**config.mk**
```make
export PLATFORM = sky130hd
export DESIGN_NAME = tusca_sequenciador_flat
export DESIGN_NICKNAME = d
export VERILOG_FILES = /design/src/rtl/tusca_sequenciador_if.sv /design/src/rtl/tusca_sequenciador.sv /design/src/flat_wrapper.sv
export SDC_FILE = /design/constraint.sdc
export NUM_CORES = 1
export LEC_CHECK = 0
export ABC_AREA = 1
export CORE_ASPECT_RATIO = 0.7
export CORE_MARGIN = 5
export CORE_UTILIZATION = 45
export DETAILED_ROUTE_END_ITERATION = 6
export GPL_TIMING_DRIVEN = 1
export SKIP_CTS_REPAIR_TIMING = 1
export SLEW_MARGIN = 30
export SYNTH_ARGS = -nofsm -noshare
export SYNTH_HDL_FRONTEND = slang
export SYNTH_SLANG_ARGS = --single-unit
```
**constraint.sdc**
```tcl
create_clock -name clock -period 3.2 [get_ports clock]
set_clock_uncertainty 0.15 [all_clocks]
set_input_delay 0.32 -clock clock [delete_from_list [all_inputs] [get_ports clock]]
set_output_delay 0.32 -clock clock [all_outputs]
set_load 0.01 [all_outputs]
```
**src/rtl/tusca_sequenciador_if.sv**
```systemverilog
// Handshake bundle between the control unit / datapath and the TUSCA scheduler.
// master: control unit / datapath side (drives requests and completion pulses).
// slave : scheduler side (drives start pulses, window, status and debug state).
interface tusca_sequenciador_if;
    logic       habilita;
    logic       definir_config;
    logic       pronto_medida;
    logic       erro_checksum;
    logic       pronto_config;
    logic       medir_dht11;
    logic       receber_config;
    logic       medida_valida;
    logic       erro_medida;
    logic       timeout_config;
    logic [1:0] tentativa;
    logic       ocupado;
    logic [2:0] db_estado;

    modport master (
        output habilita, definir_config, pronto_medida, erro_checksum, pronto_config,
        input  medir_dht11, receber_config, medida_valida, erro_medida, timeout_config,
        input  tentativa, ocupado, db_estado
    );

    modport slave (
        input  habilita, definir_config, pronto_medida, erro_checksum, pronto_config,
        output medir_dht11, receber_config, medida_valida, erro_medida, timeout_config,
        output tentativa, ocupado, db_estado
    );
endinterface

```
**src/rtl/tusca_sequenciador.sv**
```systemverilog
// Measurement/configuration scheduler for the TUSCA climate controller.
// Periodically starts a DHT11 reading, supervises it with a timeout, retries failed
// readings a bounded number of times and keeps the config window exclusive of readings.
// Ports:
//   clock  - system clock
//   reset  - asynchronous active-low reset
//   bus    - slave side of tusca_sequenciador_if (requests in, pulses/status out)
module tusca_sequenciador #(
    parameter int unsigned PERIODO         = 100_000_000,
    parameter int unsigned TIMEOUT_MEDIDA  = 5_000_000,
    parameter int unsigned INTERVALO_RETRY = 50_000_000,
    parameter int unsigned TIMEOUT_CONFIG  = 50_000_000,
    parameter int unsigned MAX_TENTATIVAS  = 3
) (
    input logic                  clock,
    input logic                  reset,
    tusca_sequenciador_if.slave  bus
);

    localparam int unsigned PerW    = (PERIODO > 1) ? $clog2(PERIODO) : 1;
    localparam int unsigned WaitMax =
        (TIMEOUT_MEDIDA > INTERVALO_RETRY)
            ? ((TIMEOUT_MEDIDA > TIMEOUT_CONFIG) ? TIMEOUT_MEDIDA : TIMEOUT_CONFIG)
            : ((INTERVALO_RETRY > TIMEOUT_CONFIG) ? INTERVALO_RETRY : TIMEOUT_CONFIG);
    localparam int unsigned WaitW   = (WaitMax > 1) ? $clog2(WaitMax) : 1;

    localparam logic [PerW-1:0]  PerLast = PerW'(PERIODO - 1);
    localparam logic [WaitW-1:0] TMedLast = WaitW'(TIMEOUT_MEDIDA - 1);
    localparam logic [WaitW-1:0] TRetLast = WaitW'(INTERVALO_RETRY - 1);
    localparam logic [WaitW-1:0] TCfgLast = WaitW'(TIMEOUT_CONFIG - 1);
    localparam logic [1:0]       TentLast = 2'(MAX_TENTATIVAS - 1);

    typedef enum logic [2:0] {
        StInicial = 3'd0,
        StEspera  = 3'd1,
        StMede    = 3'd2,
        StAguarda = 3'd3,
        StSucesso = 3'd4,
        StFalha   = 3'd5,
        StRetry   = 3'd6,
        StConfig  = 3'd7
    } estado_e;

    estado_e          state_q, state_d;
    logic [PerW-1:0]  per_q, per_d;
    logic [WaitW-1:0] wait_q, wait_d;
    logic             pedido_q, pedido_d;
    logic             def_q;
    logic [1:0]       tent_q, tent_d;
    logic             erro_q, erro_d;
    logic             expirado;
    logic             def_edge;
    logic             entra_espera;

    assign expirado = (per_q == PerLast);
    assign def_edge = bus.definir_config & ~def_q;

    always_comb begin
        state_d = state_q;
        tent_d  = tent_q;
        erro_d  = erro_q;
        unique case (state_q)
            StInicial: state_d = StEspera;
            StEspera: begin
                // Config wins; expirado stays saturated so the reading follows CONFIG.
                if (pedido_q) begin
                    state_d = StConfig;
                end else if (expirado && bus.habilita) begin
                    state_d = StMede;
                end
            end
            StMede: state_d = StAguarda;
            StAguarda: begin
                if (bus.pronto_medida) begin
                    state_d = bus.erro_checksum ? StFalha : StSucesso;
                end else if (wait_q == TMedLast) begin
                    state_d = StFalha;
                end
            end
            StSucesso: begin
                state_d = StEspera;
                erro_d  = 1'b0;
                tent_d  = 2'd0;
            end
            StFalha: begin
                if (tent_q == TentLast) begin
                    state_d = StEspera;
                    erro_d  = 1'b1;
                    tent_d  = 2'd0;
                end else begin
                    state_d = StRetry;
                    tent_d  = tent_q + 2'd1;
                end
            end
            StRetry: begin
                if (!bus.habilita) begin
                    state_d = StEspera;
                    tent_d  = 2'd0;
                end else if (wait_q == TRetLast) begin
                    state_d = StMede;
                end
            end
            StConfig: begin
                if (bus.pronto_config || (wait_q == TCfgLast)) begin
                    state_d = StEspera;
                end
            end
        endcase
    end

    // Counters and the latched config request.
    assign entra_espera = 1'b0;
    always_comb begin
        if (state_q == StInicial || state_q == StMede) begin
            per_d = '0;
        end else if (expirado) begin
            per_d = per_q;
        end else begin
            per_d = per_q + 1'b1;
        end

        if ((state_d != state_q) &&
            (state_d == StAguarda || state_d == StRetry || state_d == StConfig)) begin
            wait_d = '0;
        end else if (wait_q != '1) begin
            wait_d = wait_q + 1'b1;
        end else begin
            wait_d = wait_q;
        end

        // A fresh edge wins over the clear so a request is never lost.
        if (def_edge) begin
            pedido_d = 1'b1;
        end else if (state_d == StConfig && state_q != StConfig) begin
            pedido_d = 1'b0;
        end else begin
            pedido_d = pedido_q | entra_espera;
        end
    end

    always_ff @(posedge clock or negedge reset) begin
        if (!reset) begin
            state_q  <= StInicial;
            per_q    <= '0;
            wait_q   <= '0;
            pedido_q <= 1'b0;
            def_q    <= 1'b0;
            tent_q   <= 2'd0;
            erro_q   <= 1'b0;
        end else begin
            state_q  <= state_d;
            per_q    <= per_d;
            wait_q   <= wait_d;
            pedido_q <= pedido_d;
            def_q    <= bus.definir_config;
            tent_q   <= tent_d;
            erro_q   <= erro_d;
        end
    end

    assign bus.medir_dht11    = (state_q == StMede);
    assign bus.receber_config = (state_q == StConfig);
    assign bus.medida_valida  = (state_q == StSucesso);
    // Flags the last cycle of a window that closes without a frame.
    assign bus.timeout_config = (state_q == StConfig) && !bus.pronto_config &&
                                (wait_q == TCfgLast);
    assign bus.ocupado        = (state_q != StEspera);
    assign bus.db_estado      = state_q;
    assign bus.tentativa      = tent_q;
    assign bus.erro_medida    = erro_q;

endmodule

```
**src/flat_wrapper.sv**
```systemverilog
// flat-port wrapper written by rule: the top's interface ports become plain ports
module tusca_sequenciador_flat 
#(
    parameter int unsigned PERIODO         = 100_000_000,
    parameter int unsigned TIMEOUT_MEDIDA  = 5_000_000,
    parameter int unsigned INTERVALO_RETRY = 50_000_000,
    parameter int unsigned TIMEOUT_CONFIG  = 50_000_000,
    parameter int unsigned MAX_TENTATIVAS  = 3
)
  (clock, reset, bus_habilita, bus_definir_config, bus_pronto_medida, bus_erro_checksum, bus_pronto_config, bus_medir_dht11, bus_receber_config, bus_medida_valida, bus_erro_medida, bus_timeout_config, bus_tentativa, bus_ocupado, bus_db_estado);
  tusca_sequenciador_if bus_i ();
  input logic clock;
  input logic reset;
  input wire logic [$bits(bus_i.habilita)-1:0] bus_habilita;
  input wire logic [$bits(bus_i.definir_config)-1:0] bus_definir_config;
  input wire logic [$bits(bus_i.pronto_medida)-1:0] bus_pronto_medida;
  input wire logic [$bits(bus_i.erro_checksum)-1:0] bus_erro_checksum;
  input wire logic [$bits(bus_i.pronto_config)-1:0] bus_pronto_config;
  output wire logic [$bits(bus_i.medir_dht11)-1:0] bus_medir_dht11;
  output wire logic [$bits(bus_i.receber_config)-1:0] bus_receber_config;
  output wire logic [$bits(bus_i.medida_valida)-1:0] bus_medida_valida;
  output wire logic [$bits(bus_i.erro_medida)-1:0] bus_erro_medida;
  output wire logic [$bits(bus_i.timeout_config)-1:0] bus_timeout_config;
  output wire logic [$bits(bus_i.tentativa)-1:0] bus_tentativa;
  output wire logic [$bits(bus_i.ocupado)-1:0] bus_ocupado;
  output wire logic [$bits(bus_i.db_estado)-1:0] bus_db_estado;
  assign bus_i.habilita = bus_habilita;
  assign bus_i.definir_config = bus_definir_config;
  assign bus_i.pronto_medida = bus_pronto_medida;
  assign bus_i.erro_checksum = bus_erro_checksum;
  assign bus_i.pronto_config = bus_pronto_config;
  assign bus_medir_dht11 = bus_i.medir_dht11;
  assign bus_receber_config = bus_i.receber_config;
  assign bus_medida_valida = bus_i.medida_valida;
  assign bus_erro_medida = bus_i.erro_medida;
  assign bus_timeout_config = bus_i.timeout_config;
  assign bus_tentativa = bus_i.tentativa;
  assign bus_ocupado = bus_i.ocupado;
  assign bus_db_estado = bus_i.db_estado;
  tusca_sequenciador #(.PERIODO(PERIODO), .TIMEOUT_MEDIDA(TIMEOUT_MEDIDA), .INTERVALO_RETRY(INTERVALO_RETRY), .TIMEOUT_CONFIG(TIMEOUT_CONFIG), .MAX_TENTATIVAS(MAX_TENTATIVAS)) u_core (.clock(clock), .reset(reset), .bus(bus_i));
endmodule
```
# Word-level counts from Yosys, hierarchy flattened
# Index checks and enable logic that the tools add are counted.
[op_classes] n_addsub=3 eq_ne=21 n_mux=21 bitwise_logic=2 reduce_logical=18
[ops] op="$mux W27" count=2
[ops] op="$mux W26" count=2
[ops] op="$add A27 B1 Y27 const B" count=1
[ops] op="$eq A27 B27 Y1 const B" count=1
[ops] op="$add A26 B1 Y26 const B" count=1
[ops] op="$eq A26 B23 Y1 const B" count=1
[ops] op="$eq A26 B26 Y1 const B" count=1
[ops] op="$ne A26 B26 Y1 const B" count=1
[ops] op="$mux W3" count=8
[ops] op="$pmux W3 S7" count=1
[ops] op="$eq A3 B3 Y1 const B" count=6
[ops] op="$eq A3 B2 Y1 const B" count=3
[ops] op="$pmux W2 S3" count=1
[ops] op="$reduce_bool A2 Y1" count=3
[ops] op="$logic_and A1 B1 Y1" count=5
[ops] op="$logic_or A1 B1 Y1" count=4
[ops] op="$mux W1" count=4
[ops] op="$mux W2" count=2
[ops] op="$ne A2 B2 Y1 const B" count=2
[ops] op="$reduce_and A2 Y1" count=2
[ops] op="$eq A3 B1 Y1 const B" count=1
[ops] op="$logic_not A3 Y1" count=1
[ops] op="$ne A3 B1 Y1 const B" count=1
[ops] op="$ne A3 B3 Y1" count=1
[ops] op="10 further kinds" count=10
[totals] register_bits=61 input_bits=7 output_inout_bits=11 word_cells=72

# Logic depth before layout (Yosys ltp)
[depth] depth_word=10 depth_mapped=15 mapped_depth_nobuf=14

# Worst setup path after synthesis
# Ideal clock, no wire load.
[synth_timing] kind="register -> register" from="reg u_core.state_q[2], in the netlist u_core.bus.db_estado[2]" to="reg u_core.wait_q[10]" setup_time_ps=122 t_arrival_ps=1794 required_time_ps=2928 setup_slack_ps=1134 path_stages_with_launch=13 n_path_buf=2 synth_period_minus_slack_ps=2066 cell_sequence="dfrtp_1 -> buf_4 -> nor2_2 -> inv_1 -> nor2_1 -> nor2_1 -> nand3_1 -> nand2_1 -> a21oi_2 -> nand2_4 -> inv_4 -> buf_6 -> nor2_2"
[synth_via] word_cells_on_any_way=26 classes_between="eq/ne (11); mux (9); reduce/logical (6)"
[synth_lines] element="start: declaration" line_no="tusca_sequenciador.sv:44" text="estado_e state_q, state_d;"
[synth_lines] element="start signal: assignment" line_no="tusca_sequenciador.sv:143" text="state_q <= StInicial;"
[synth_lines] element="start signal: assignment" line_no="tusca_sequenciador.sv:151" text="state_q <= state_d;"
[synth_lines] element="$eq A3 B2 Y1 (*)"
[synth_lines] element="named net bus_medir_dht11" line_no="flat_wrapper.sv:19" text="output wire logic [$bits(bus_i.medir_dht11)-1:0] bus_medir_dht11;"
[synth_lines] element="$pmux W3 S7 (*)" line_no="tusca_sequenciador.sv:62" text="unique case (state_q)"
[synth_lines] element="$eq A3 B2 Y1 / $eq A3 B3 Y1 (equally long branches)" line_no="tusca_sequenciador.sv:123" text="(state_d == StAguarda || state_d == StRetry || state_d == StConfig)) begin"
[synth_lines] element="$logic_or A1 B1 Y1 (2 in a row)" line_no="tusca_sequenciador.sv:123"
[synth_lines] element="$logic_and A1 B1 Y1 (*)" line_no="tusca_sequenciador.sv:122" text="if ((state_d != state_q) &&"
[synth_lines] element="$mux W26 / $reduce_bool A2 Y1 (equally long branches)"
[synth_lines] element="end signal: assignment" line_no="tusca_sequenciador.sv:153" text="wait_q <= wait_d;"
[synth_lines] element="end: declaration" line_no="tusca_sequenciador.sv:46" text="logic [WaitW-1:0] wait_q, wait_d;"
# The timed path passes the listed nets; every way through them passes the cells marked *.
# A chain may end at the register's enable or synchronous reset.

# Final worst setup path
[layout_timing] from="reg u_core.wait_q[0]" to="out bus_timeout_config"
[layout_via] elab_chain_cells=2
[layout_rtl] element="$eq A26 B26 Y1" line_no="tusca_sequenciador.sv:166" text="(wait_q == TCfgLast);"
[layout_rtl] element="$logic_and A1 B1 Y1" line_no="tusca_sequenciador.sv:165" text="assign bus.timeout_config = (state_q == StConfig) && !bus.pronto_config &&"
[layout_rtl] element="end: declaration" line_no="flat_wrapper.sv:23" text="output wire logic [$bits(bus_i.timeout_config)-1:0] bus_timeout_config;"
# Every way passes these cells.

==> qor.txt <==
wire per inst -> 14.4 um
Final GP Congestion -> 0.963
grt ovf -> 0
CTS sink count -> 61
Seq pwr share -> 32.8%
DRT Pass-1 Iters -> 5
clk root buf -> clkbuf_16
initial antenna violation count -> 0
layout cells sized above 1 -> 8.36%
Via density -> 5.34
antenna cell count -> 0
Rows -> 28
NumNets Final -> 578
Critical Path RT -> 2730 ps
vias in the first global route -> 3304
first-pass GRT wire length -> 16500 um
Die Area -> 10600 um^2
area leader, netlist -> dfrtp_1
Cell Area, Synth -> 3870 um^2
Most used DFF post-synth -> dfrtp_1
crit end category -> output pin
H-tree levels -> 3
Final Non-Filler Cells -> 679
final setup TNS -> 0 ps
Power Density -> 674 nW/um^2
most common cell after layout, fill and taps aside -> nand2_1
Sw Ratio -> 36.5%
status -> finished clean
Max Cap Viol -> 0
TritonCTS clock tree -> done
largest net degree at the start of global routing -> 38
Comb pwr share -> 32.1%
Vias -> 3624
FILL cells -> 839
CTS max path bufs -> 2
Leak -> 1.98 nW
Setup crit start kind -> flop
most frequent cells in the layout -> 128 x nand2_1, 85 x nor2_1, 79 x inv_1
# setup viols final -> 0
Tcrit/Tclk final -> 86.1%
Max-slew headroom -> 59.2%
IO buf count -> 17
synth warn -> 0
Remaining DRCs -> 0
Worst-Margin Slew -> 606 ps
Post-Synthesis Net Count -> 554
FFs w/ async S/R, synth -> 100%
Die W -> 121 um
Die H -> 87.6 um
Max Freq -> 363 MHz
RSZ-0062 raised after global routing -> false
#FFs+latches synth -> 61
Slew Limit Fails -> 0
CP Max Fanout -> 8
CP max-delay cell -> clkdlybuf4s50_1
area grow syn2layout -> 15.7%
core region area -> 8410 um^2
Worst EP arrival -> 2290 ps
hpwl dp -> 7500 um
crit-path max cell delay -> 600 ps
Detailed Route WL -> 9770 um
NetSw -> 0.00110 W
total CTS buffers -> 9
sequential fraction of the synthesis area -> 39.5%
Hold WC Path Type -> reg -> reg
crit-path cells -> ha_1 -> inv_1 -> nor2_4 -> nand3_1 -> nor4_1 -> clkdlybuf4s50_1
Initial Util -> 46.0%
fin crit period -> 2760 ps
top-area cell type share of the netlist area -> 39.5%
worst ir drop on vdd -> 342 uV
Cells after Synth -> 545
Fin. Hold Viols -> 0
Avg Cell Area, Syn -> 7.09 um^2
First DRT Iteration DRCs -> 358
Routed Antenna Nets -> 0
clk slew on worst S/H paths -> 50 ps
internal power -> 0.00191 W
Unique masters post-synth -> 35
EDFF count, synth -> 0
Clock power frac -> 35.1%
Tot GR Track Use -> 20.0%
Ports -> 18
clk_lat worst skew -> 330 ps
Crit Path Class -> reg -> out
ranking of synthesized cells by area -> dfrtp_1 39%, nand2_1 12%, nor2_1 8.3%
placed cell count -> 662
-- final timing paths --
check	cells past startpoint	from	slack [ps]	endpoint
setup / recovery	6	u_core.wait_q[0]$_DFFE_PN0P_	440	bus_timeout_config
hold / removal	1	u_core.def_q$_DFF_PN0_	280	u_core.pedido_q$_DFFE_PN0P_
setup reg to reg	10	u_core.wait_q[0]$_DFFE_PN0P_	570	u_core.wait_q[19]$_DFFE_PN0P_
hold reg to reg	1	u_core.def_q$_DFF_PN0_	280	u_core.pedido_q$_DFFE_PN0P_
max in group asynchronous	3	reset	1980	u_core.wait_q[15]$_DFFE_PN0P_
min in group asynchronous	2	reset	330	u_core.per_q[12]$_DFFE_PN0P_
-- cell type report --
type | instances | area, um^2 | share of cell area (%)
clock buffer | 12 | 256 | 5.74
clock inverter | 4 | 70.1 | 1.57
tap | 105 | 131 | 2.94
timing repair buffer | 21 | 200 | 4.48
multi-input combinational | 394 | 1980 | 44.2
inverter | 82 | 310 | 6.94
sequential | 61 | 1530 | 34.1
-- stage by stage --
stage	util (%)	setup WS (ps)	hold slack (ps)	cell area (um^2)	total power [W]
2_1_floorplan	-	1130	-126	3870	0.00171
5_1_grt	53.2	282	316	4470	0.00321
3_3_place_gp	49.2	627	277	4130	0.00195
6_report	53.2	444	277	4470	0.00302
3_5_place_dp	49.2	552	279	4130	0.00197
4_1_cts	53.0	478	-40.3	4460	0.00304
-- power groups by stage --
stage                     logic [W]  registers, W  clock network (W)
final                      0.000968      0.000990            0.00106
after global routing        0.00109       0.00101            0.00111
after CTS                  0.000975      0.000985            0.00108
after detailed placement   0.000969      0.000998                  0
after global placement     0.000956      0.000995                  0
after floorplan            0.000729      0.000978                  0
-- critical path: cells and delay by family, from the launching register on --
kind                     cells  cell delay [ps]
AND/OR/NAND/NOR              3              650
buffers and inverters        2              690
adder cells (fa/ha/maj)      1              240
flip-flops                   1              380
-- sequential cells by signal (all words and copies together) (netlist names) --
name / cells
u_core.per_q: 27
u_core.wait_q: 26
u_core.bus.db_estado: 3
u_core.bus.tentativa: 2
u_core.bus.erro_medida: 1
u_core.def_q: 1
u_core.pedido_q: 1
-- logic make-up after synthesis --
family,after synthesis,share of synthesized area (%)
multiplexers,1,0.259
flip-flops,61,39.5
buffers and inverters,90,9.39
adder cells (fa/ha/maj),2,0.647
AND/OR/NAND/NOR,327,38.5
XOR/XNOR,29,6.57
AO/OA/AOI/OAI,35,5.18
-- synth_stat cells, types with 5 or more instances --
cell type  number
a21oi_1         8
dfrtp_1        61
inv_1          79
nand2_1       128
nand3_1        36
nand4_1        24
nor2_1         85
nor2_2         13
nor3_1         19
nor4_1         11
o21ai_0        19
xnor2_1         5
xor2_1         24
-- layer usage --
layer	wire (um)	global-route usage, %	vias to the layer above
li1	-	-	1790
met1	5120	31.1	1667
met2	3620	25.9	158
met3	955	7.49	9
met4	79	4.32	0
met5	0	0	-
(Power assumes the default switching activity.)
